$ cat src/rtl/alu_hist_pkg.sv
// Shared definitions for the ALU result history: capture FSM encoding, default data width
// and the active-low 7-segment digit table (bit0 = segment a).
package alu_hist_pkg;

  typedef enum logic {
    StIdle = 1'b0,
    StHold = 1'b1
  } state_e;

  localparam int unsigned DataWDefault = 8;

  // Indexed by hex digit value; element 0 is the rightmost entry of the concatenation.
  localparam logic [15:0][6:0] Seg7Table = {
    7'b0001110,  // F
    7'b0000110,  // E
    7'b0100001,  // d
    7'b1000110,  // C
    7'b0000011,  // b
    7'b0001000,  // A
    7'b0010000,  // 9
    7'b0000000,  // 8
    7'b1111000,  // 7
    7'b0000010,  // 6
    7'b0010010,  // 5
    7'b0011001,  // 4
    7'b0110000,  // 3
    7'b0100100,  // 2
    7'b1111001,  // 1
    7'b1000000   // 0
  };

endpackage

$ cat src/rtl/seg7_decode.sv
// Hex digit to active-low 7-segment pattern (bit0 = segment a), purely combinational.
module seg7_decode
  import alu_hist_pkg::*;
(
  input  logic [3:0] digit_i,
  output logic [6:0] seg_o
);

  assign seg_o = Seg7Table[digit_i];

endmodule

$ cat src/rtl/alu_result_history.sv
// Circular history of ALU results captured once per key press, with recall stepping.
// Define ALU_HISTORY_SEVENSEG_EN to add HEX_LO/HEX_HI decoders of the shown entry.
module alu_result_history
  import alu_hist_pkg::*;
#(
  parameter int unsigned DATA_W = DataWDefault,
  parameter int unsigned DEPTH  = 4,
  parameter int unsigned PTR_W  = 2
) (
  input  logic              Clock,
  input  logic              Reset_b,
  input  logic [DATA_W-1:0] alu_result,
  input  logic              in_valid,
  output logic              in_ready,
  input  logic              recall,
  input  logic              clear,
  output logic [DATA_W-1:0] current,
  output logic [DATA_W-1:0] shown,
  output logic [PTR_W-1:0]  shown_idx,
  output logic [PTR_W:0]    count,
  output logic              full,
  output logic              empty
`ifdef ALU_HISTORY_SEVENSEG_EN
  ,
  output logic [6:0]        HEX_LO,
  output logic [6:0]        HEX_HI
`endif
);

  localparam logic [PTR_W:0] DepthCnt = (PTR_W + 1)'(DEPTH);

  state_e              state_q, state_d;
  logic [DATA_W-1:0]   mem_q [DEPTH];
  logic [DATA_W-1:0]   mem_d [DEPTH];
  logic [PTR_W-1:0]    wr_ptr_q, wr_ptr_d;
  logic [PTR_W:0]      count_q, count_d;
  logic [PTR_W-1:0]    shown_idx_q, shown_idx_d;
  logic                accept;
  logic [PTR_W:0]      shown_idx_ext;
  logic [PTR_W-1:0]    newest_ptr, shown_ptr;

  assign shown_idx_ext = {1'b0, shown_idx_q};
  assign full          = (count_q == DepthCnt);
  assign empty         = (count_q == '0);

  always_comb begin
    state_d     = state_q;
    mem_d       = mem_q;
    wr_ptr_d    = wr_ptr_q;
    count_d     = count_q;
    shown_idx_d = shown_idx_q;
    accept      = 1'b0;
    if (clear) begin
      // Data is left in place; count masks it from the outputs.
      count_d     = '0;
      wr_ptr_d    = '0;
      shown_idx_d = '0;
      state_d     = in_valid ? StHold : StIdle;
    end else begin
      unique case (state_q)
        StIdle: begin
          if (in_valid) begin
            accept  = 1'b1;
            state_d = StHold;
          end
        end
        StHold: begin
          if (!in_valid) state_d = StIdle;
        end
      endcase
      if (accept) begin
        mem_d[wr_ptr_q] = alu_result;
        wr_ptr_d        = wr_ptr_q + 1'b1;
        if (!full) count_d = count_q + 1'b1;
        shown_idx_d     = '0;
      end else if (recall && !empty) begin
        shown_idx_d = (shown_idx_ext == count_q - 1'b1) ? '0 : shown_idx_q + 1'b1;
      end
    end
  end

  always_ff @(posedge Clock or negedge Reset_b) begin
    if (!Reset_b) begin
      state_q     <= StIdle;
      mem_q       <= '{default: '0};
      wr_ptr_q    <= '0;
      count_q     <= '0;
      shown_idx_q <= '0;
    end else begin
      state_q     <= state_d;
      mem_q       <= mem_d;
      wr_ptr_q    <= wr_ptr_d;
      count_q     <= count_d;
      shown_idx_q <= shown_idx_d;
    end
  end

  // DEPTH is a power of two, so PTR_W-bit wraparound gives the modulo.
  assign newest_ptr = wr_ptr_q - 1'b1;
  assign shown_ptr  = wr_ptr_q - 1'b1 - shown_idx_q;

  assign in_ready  = (state_q == StIdle);
  assign current   = empty ? '0 : mem_q[newest_ptr];
  assign shown     = empty ? '0 : mem_q[shown_ptr];
  assign shown_idx = shown_idx_q;
  assign count     = count_q;

`ifdef ALU_HISTORY_SEVENSEG_EN
  seg7_decode u_seg_lo (
    .digit_i (shown[3:0]),
    .seg_o   (HEX_LO)
  );

  seg7_decode u_seg_hi (
    .digit_i (shown[7:4]),
    .seg_o   (HEX_HI)
  );
`endif

endmodule

$ cat config.mk
export PLATFORM = sky130hd
export DESIGN_NAME = alu_result_history
export DESIGN_NICKNAME = d
export VERILOG_FILES = /design/src/rtl/alu_hist_pkg.sv /design/src/rtl/seg7_decode.sv /design/src/rtl/alu_result_history.sv
export SDC_FILE = /design/constraint.sdc
export NUM_CORES = 1
export LEC_CHECK = 0
export BUFFER_PORTS_ARGS = -buffer_cell sky130_fd_sc_hd__buf_2
export CAP_MARGIN = 5
export CORE_MARGIN = 2
export CORE_UTILIZATION = 45
export DETAILED_ROUTE_END_ITERATION = 10
export PLACE_DENSITY = 0.7
export REMOVE_ABC_BUFFERS = 1
export SKIP_CTS_REPAIR_TIMING = 1
export SYNTH_ARGS = -nofsm -noshare
export SYNTH_HDL_FRONTEND = slang
export SYNTH_SLANG_ARGS = --single-unit
$ cat constraint.sdc
create_clock -name Clock -period 3.5 [get_ports Clock]
set_input_delay 0.7 -clock Clock [delete_from_list [all_inputs] [get_ports Clock]]
set_output_delay 0.7 -clock Clock [all_outputs]
set_load 0.005 [all_outputs]
==> impl_metrics.yaml, run 1 <==
global_routing:
  grt_max_degree: 41
  grt_overflow: 0
  grt_pass1_wl_um: 7340
  grt_pass1_vias: 1442
  track_usage: 0.180
  antenna_found_initial: 0
synth:
  ys_warn_count: 0
  synth_area_mm2: 0.00230
  ys.flop_type: "dfrtp_1"
  yosysTopAreaCell: "dfrtp_1"
  synth_common_cells: "dfrtp_1, mux2_2, nor2b_1"
  synth_most_common_cell: "dfrtp_1"
  netlist_instances: 163
  synthDistinctLibCells: 28
  synth_seq_cells: 40
  synth.area.top_cells: "dfrtp_1, mux2_2, mux4_1, mux4_2, ha_1"
  synth_area_per_cell_um2: 14.1
  synth.top_cell.area_share: 0.435
  ys_seq_area_frac: 0.435
  synthArstFlopShare: 1.00
  synth_edf_count: 0
placement:
  hpwl_um: 3070
  port_buffers: 36
  dp_slack_ns: 0.574
  gp_routability_congestion: 0.778
  numPlacedInstances: 265
final_layout:
  area_delta_synth_final_pct: 16.5
  drive_gt1_frac: 0.478
  fin_cells: 273
  antenna_cells: 0
  layout.nets: 223
  fillers: 448
critical_path:
  critPathLaunchType: "flop"
  crit_family: "flip-flops"
  cp_slowest_cell: "dfrtp_1"
  max_stage_delay_ns: 0.60
  worstPathArrival_ns: 2.50
  path_cells: "inv_1 -> ha_1 -> xnor2_2 -> mux4_1 -> nor2b_1 -> buf_2"
  r2r_slack_ns: 1.46
  worstPathMaxFanout: 9
  worst-path-buf-inv: 2
  endpoint_kind: "primary output"
  worstSetupPathType: "reg -> out"
  crit_required_ns: 2.80
sta:
  setup_ws_ns: 0.298
  period_minus_slack_ns: 3.20
  slew_violations: 0
  tightest_slew_ns: 0.878
  min_period_over_period: 0.915
  finClkSkew_ns: 0.00622
  tns_ns: 0
  hold_viol: 0
  fmax_ghz: 0.312
  grt_setup_unrepaired: "no"
  slew_headroom: 0.415
  holdWs_ns: 0.526
  setup_viol: 0
die:
  ios: 37
  die_h_um: 75.5
  num_rows: 26
  die_area_mm2: 0.00571
  core-area_mm2: 0.00501
  die_x_um: 75.5
  start_util: 0.460
clocking:
  root_buffer: "clkbuf_8"
  cts_buffers: 5
  cts_tree: "done"
  clkTransAtPathRegs_ns: 0.08
  cts_htree_levels: 2
  worstSkewPairLatency_ns: 0.29
  clock-sinks: 40
  ctsLongestPathBuffers: 2
routing:
  drt_iter0_drc: 56
  wl_um: 4410
  vias: 1415
  drc: 0
  drt_pass1_iterations: 4
  avgViaCountPerCell: 5.18
  antenna_left: 0
  wl_per_cell_um: 16.2
flow_run:
  maxCapViolCount: 0
worst_hold_path:
  hp-class: "in -> async"
pwr:
  power.total_w: 0.00124
  vdd_drop_max_uv: 298
  powerDensity_mw_per_mm2: 462
  p_leak_nw: 1.29
outcome:
  outcome: "finished, final reports clean"
[cell usage in the layout (no fill, tap or decap), drive strengths merged]
| cell | synthesis | final |
|---|---|---|
| a21oi | 4 | 4 |
| a31oi | 1 | 1 |
| and4bb | 1 | 1 |
| buf | 3 | 39 |
| bufinv | 0 | 1 |
| clkbuf | 4 | 6 |
| clkinv | 0 | 1 |
| dfrtp | 40 | 40 |
| ha | 8 | 8 |
| inv | 6 | 6 |
| mux2 | 32 | 32 |
| mux4 | 16 | 16 |
| nand2 | 6 | 6 |
| nand2b | 1 | 1 |
| nand3 | 3 | 3 |
| nor2 | 5 | 5 |
| nor2b | 18 | 18 |
| nor3b | 4 | 4 |
| o21ai | 1 | 1 |
| or2 | 1 | 1 |
| or3b | 1 | 1 |
| xnor2 | 4 | 4 |
| xor2 | 4 | 4 |
[layout make-up]
type / instances / area (um2) / area share
clock inverter: 2 / 38.8 / 0.0145
sequential: 40 / 1000 / 0.373
inverter: 6 / 22.5 / 0.00840
tap: 70 / 87.6 / 0.0326
multi-input combinational: 110 / 1250 / 0.465
clock buffer: 6 / 82.6 / 0.0308
timing repair buffer: 39 / 203 / 0.0756
[sequential cells by signal, indices dropped and copies added (netlist names)]
| register | flops |
|---|---|
| wr_ptr_q | 2 |
| mem_q | 32 |
| shown_idx | 2 |
| state_q | 1 |
| count | 3 |
[per-layer routing]
metal	GRT usage	share of wire
met3	0.0384	0.041
met5	0	0
met2	0.290	0.48
met4	0.0682	0.0059
met1	0.240	0.47
[where the power goes]
part,leakage [nW],internal [W],switching (W),total (W)
logic,0.705,0.000156,0.0000965,0.000253
registers,0.523,0.000534,0.0000534,0.000588
clock network,0.0614,0.000233,0.000165,0.000398
[final timing paths]
check / start / to / depth (start not counted)
worst max-delay path: wr_ptr_q[0] / shown[1] / 6
worst min-delay path: Reset_b / mem_q[12] / 1
worst max register to register: wr_ptr_q[0] / mem_q[11] / 4
worst min register to register: mem_q[26] / mem_q[26] / 1
max in group asynchronous: Reset_b / mem_q[31] / 1
min in group Clock: mem_q[26] / mem_q[26] / 1
[logic make-up after synthesis]
| kind of cell | Yosys count | synth area share |
|---|---|---|
| fa+ha+maj | 8 | 0.0435 |
| flops | 40 | 0.435 |
| simple gates | 40 | 0.124 |
| compound gates | 6 | 0.0136 |
| mux | 48 | 0.326 |
| xor+xnor | 8 | 0.0337 |
| buf+inv | 13 | 0.0250 |
[metrics by stage]
stage / area, um2 / util
2_1_floorplan: 2270 / -
3_3_place_gp: 2560 / 0.511
3_5_place_dp: 2560 / 0.511
4_1_cts: 2680 / 0.535
5_1_grt: 2680 / 0.535
6_report: 2680 / 0.535
No activity file was read; power rests on OpenSTA's default activity.
==> inputs of run 2 (changes only) <==
--- a/config.mk
+++ b/config.mk
@@ -7,5 +7,5 @@
 export LEC_CHECK = 0
 export BUFFER_PORTS_ARGS = -buffer_cell sky130_fd_sc_hd__buf_2
-export CAP_MARGIN = 5
+export CAP_MARGIN = 20
 export CORE_MARGIN = 2
 export CORE_UTILIZATION = 45
==> constraint.sdc (replaced) <==
create_clock -name Clock -period 3.5 [get_ports Clock]
set_input_delay 0.875 -clock Clock [delete_from_list [all_inputs] [get_ports Clock]]
set_output_delay 0.875 -clock Clock [all_outputs]
set_load 0.005 [all_outputs]
==> run 2 against run 1 <==
  * Power decreased by 8.4%
  * Maximum frequency up 0.63%
  * Sequential power about the same
  * Critical path type unchanged
  * Highest routed layer unchanged
  * Setup slack improved by 0.020 ns
==> impl_metrics.yaml, run 2 (same netlist as run 1, synthesis figures left out) <==
sta:
  setup_viol: 0
  tns_ns: 0
  fmax_ghz: 0.314
  slew_violations: 0
  hold_viol: 0
  min_period_over_period: 0.909
  period_minus_slack_ns: 3.18
  finClkSkew_ns: 0.0134
  grt_setup_unrepaired: "no"
  tightest_slew_ns: 0.917
  slew_headroom: 0.389
placement:
  gp_routability_congestion: 0.760
  hpwl_um: 3090
  port_buffers: 36
outcome:
  outcome: "finished, final reports clean"
final_layout:
  layout_commonest_cell: "dfrtp_1"
  mostFrequentLayoutCells: "dfrtp_1, buf_2, mux2_2"
  antenna_cells: 0
  fillers: 446
  largest_reg_flops: 32
  area_delta_synth_final_pct: 14.9
  utilization: 0.528
  top_register: "mem_q"
  layout.nets: 224
  drive_gt1_frac: 0.473
pwr:
  p_leak_nw: 1.27
  powerDensity_mw_per_mm2: 429
  power.total_w: 0.00113
  vdd_drop_max_uv: 270
critical_path:
  path_cells: "buf_4 -> ha_1 -> mux4_1 -> nor2b_4 -> buf_2"
  critPathLaunchType: "flop"
  max_stage_delay_ns: 0.62
  endpoint: "shown[3]"
  reg2reg_depth: 7
  endpoint_kind: "primary output"
  worstPathArrival_ns: 2.31
  r2r_slack_ns: 1.59
  crit_required_ns: 2.62
  critPathLaunch: "wr_ptr_q[0]"
  regToRegStartpoint: "count[0]"
  rr_endpoint: "shown_idx[1]"
  cp_slowest_cell: "mux4_1"
  worstPathMaxFanout: 8
  worstSetupPathType: "reg -> out"
routing:
  wl_um: 4380
  drt_iter0_drc: 58
  drc: 0
  drt_pass1_iterations: 4
  wl_per_cell_um: 16.0
  avgViaCountPerCell: 5.27
  vias: 1440
  antenna_left: 0
clocking:
  root_buffer: "clkbuf_8"
  clock-sinks: 40
  cts_buffers: 5
  clkTransAtPathRegs_ns: 0.08
  cts_htree_levels: 2
  ctsLongestPathBuffers: 2
  worstSkewPairLatency_ns: 0.30
  cts_tree: "done"
die:
  die_x_um: 75.5
  ios: 37
  die_h_um: 75.5
  die_area_mm2: 0.00571
  start_util: 0.460
  core-area_mm2: 0.00501
  num_rows: 26
global_routing:
  track_usage: 0.174
  grt_pass1_wl_um: 7220
  grt_max_degree: 41
  grt_pass1_vias: 1385
  antenna_found_initial: 0
  grt_overflow: 0
worst_hold_path:
  hp-class: "reg -> reg"
flow_run:
  maxCapViolCount: 0
## run 2: cell count changes in the layout (fill, tap and decap cells not counted)
cell and delta:
buf_4 +1, bufinv_16 -1, clkbuf_1 +1, clkbuf_8 -1, clkinv_2 +1, clkinv_4 -1
## run 2: report_power, final
| part | switching [W] | internal, W |
|---|---|---|
| registers | 0.0000504 | 0.000534 |
| logic | 0.0000989 | 0.000157 |
| clock network | 0.000157 | 0.000136 |
| total | 0.000307 | 0.000827 |
## run 2: cell type report
type                    count  area [um2]  share of cell area
clock buffers               6        72.6              0.0274
clock inverters             1        5.00             0.00189
inverters                   6        22.5             0.00851
multi-input cells         110        1250               0.471
flip-flops and latches     40        1000               0.378
well taps                  70        87.6              0.0331
repair buffers             40         210              0.0794
## run 2: layer usage
layer | GRT usage | part of all wire | vias up
met3 | 0.0450 | 0.049 | 6
met4 | 0.0526 | 0.010 | 0
met5 | 0 | 0 | -
met1 | 0.241 | 0.47 | 725
li1 | - | - | 672
met2 | 0.271 | 0.47 | 37
## run 2: worst max-delay path, delay by kind of cell, from the launching register on
kind	cells	cell delay, ns
DFF	1	0.40
adders and majority gates	1	0.55
and+or+nand+nor	1	0.14
muxes	1	0.62
buffers and inverters	2	0.30
## run 2: how the worst min path moves through the flow
stage | from | end | depth (start not counted)
after floorplan | mem_q[28] | mem_q[28] | 1
after global placement | mem_q[9] | mem_q[9] | 1
after detailed placement | mem_q[9] | mem_q[9] | 1
after CTS | mem_q[9] | mem_q[9] | 1
after global routing | mem_q[9] | mem_q[9] | 1
final | mem_q[9] | mem_q[9] | 1
## run 2: per-stage QoR
stage                     worst slack, ns  instances  cell area, um2  hold WS (ns)
after floorplan                     0.566        156            2270         0.467
after global placement              0.620        266            2570         0.488
after detailed placement            0.621        266            2570         0.501
after CTS                           0.282        273            2650         0.518
after global routing                0.186        273            2650         0.543
final                               0.318        273            2650         0.521
==> inputs of run 3 (changes only) <==
Settings changed: PLACE_DENSITY 0.7 to 0.78.
Clock period 3.5 ns to 4.1 ns, I/O delays scaled along.
==> run 3 against run 2 <==
  * Power is 6.6% lower
  * Final cell count down 0.37%
  * Core utilization rose by 0.57 points
  * Final area grew 1.1%
  * Combinational power down 15%
  * Hold slack got worse by 0.0077 ns
  * Flip-flop and latch count unchanged
  * Global-route usage is 0.089 points higher
  * Clock power increased by 18%
  * Die area stayed put
  * Wire length fell by 0.98%
  * Largest cell class unchanged
  * Largest power group unchanged
==> impl_metrics.yaml, run 3 (same netlist as run 1, synthesis figures left out) <==
outcome:
  outcome: "finished, final reports clean"
global_routing:
  antenna_found_initial: 0
  track_usage: 0.174
  grt_pass1_vias: 1453
  grt_max_degree: 41
  grt_pass1_wl_um: 7140
  grt_overflow: 0
critical_path:
  worstPathMaxFanout: 10
  critPathLaunchType: "flop"
  worstSetupPathType: "reg -> out"
  endpoint_kind: "primary output"
  worstPathArrival_ns: 2.48
  crit_required_ns: 3.07
sta:
  setup_viol: 0
  tightest_slew_ns: 0.870
  min_period_over_period: 0.854
  slew_headroom: 0.420
  grt_setup_unrepaired: "no"
  setup_ws_ns: 0.599
  slew_violations: 0
  finClkSkew_ns: 0.00324
  hold_viol: 0
  fmax_ghz: 0.286
  tns_ns: 0
  period_minus_slack_ns: 3.50
final_layout:
  area_delta_synth_final_pct: 16.1
  drive_gt1_frac: 0.475
  fin_cells: 272
  multi_input_area_mm2: 0.00125
  seq_area_mm2: 0.00100
  layout_commonest_cell: "dfrtp_1"
  mostFrequentLayoutCells: "dfrtp_1, buf_2, mux2_2"
  antenna_cells: 0
  final_area_mm2: 0.00268
  top_register: "mem_q"
  largest_reg_flops: 32
  fillers: 446
  layout.nets: 222
clocking:
  root_buffer: "clkbuf_8"
  cts_tree: "done"
  ctsLongestPathBuffers: 2
  cts_buffers: 5
  worstSkewPairLatency_ns: 0.30
  clkTransAtPathRegs_ns: 0.08
  clock-sinks: 40
  cts_htree_levels: 2
die:
  num_rows: 26
  ios: 37
  die_area_mm2: 0.00571
  die_x_um: 75.5
  core-area_mm2: 0.00501
  start_util: 0.460
  die_h_um: 75.5
routing:
  antenna_left: 0
  drt_iter0_drc: 49
  wl_um: 4340
  wl_per_cell_um: 15.9
  drt_pass1_iterations: 4
  vias: 1432
  drc: 0
  avgViaCountPerCell: 5.26
placement:
  gp_routability_congestion: 0.752
  dp_slack_ns: 0.926
  port_buffers: 36
  numPlacedInstances: 264
  hpwl_um: 3010
  placed_area_mm2: 0.00255
pwr:
  p_leak_nw: 1.28
  vdd_drop_max_uv: 270
  powerDensity_mw_per_mm2: 396
worst_hold_path:
  hp-class: "reg -> reg"
flow_run:
  maxCapViolCount: 0
run 3: final timing paths:
path | from | depth (start not counted) | slack (ns) | endpoint
worst min-delay path | mem_q[9] | 1 | 0.51 | mem_q[9]
worst min register to register | mem_q[9] | 1 | 0.51 | mem_q[9]
worst max register to register | count[0] | 7 | 2.07 | shown_idx[1]
min in group asynchronous | Reset_b | 1 | 0.83 | shown_idx[0]
max in group asynchronous | Reset_b | 1 | 2.72 | mem_q[29]
worst max-delay path | wr_ptr_q[1] | 6 | 0.60 | shown[6]
run 3: area by class of cell:
cell class | count | area share
flip-flops and latches | 40 | 0.374
clock buffers | 6 | 0.0309
well taps | 70 | 0.0327
clock inverters | 2 | 0.0145
multi-input cells | 110 | 0.466
inverters | 6 | 0.00842
repair buffers | 38 | 0.0730
run 3: power breakdown:
group | total [W] | internal [W] | switching, W
Combinational | 0.000217 | 0.000132 | 0.0000850
Sequential | 0.000497 | 0.000456 | 0.0000412
Clock | 0.000345 | 0.000199 | 0.000146
Total | 0.00106 | 0.000787 | 0.000272
run 3: critical path: stages, from the launching register on:
cell	delay, ns
dfrtp_1	0.38
inv_1	0.08
ha_1	0.49
xnor2_2	0.54
mux4_1	0.38
nor2b_1	0.15
buf_2	0.15
run 3: routing by layer:
metal | wire (um) | GRT usage | up-vias | share of wire
li1 | - | - | 666 | -
met1 | 2020 | 0.229 | 724 | 0.47
met2 | 2060 | 0.289 | 34 | 0.48
met3 | 168 | 0.0317 | 8 | 0.039
met4 | 87 | 0.0702 | 0 | 0.020
met5 | 0 | 0 | - | 0
run 3: metrics by stage:
step                      hold WS (ns)   util  total power [W]
after global placement           0.482  0.510         0.000716
after detailed placement         0.504  0.510         0.000726
after CTS                        0.523  0.534          0.00107
after floorplan                  0.467      -         0.000654
after global routing             0.541  0.534          0.00111
final                            0.513  0.534          0.00106
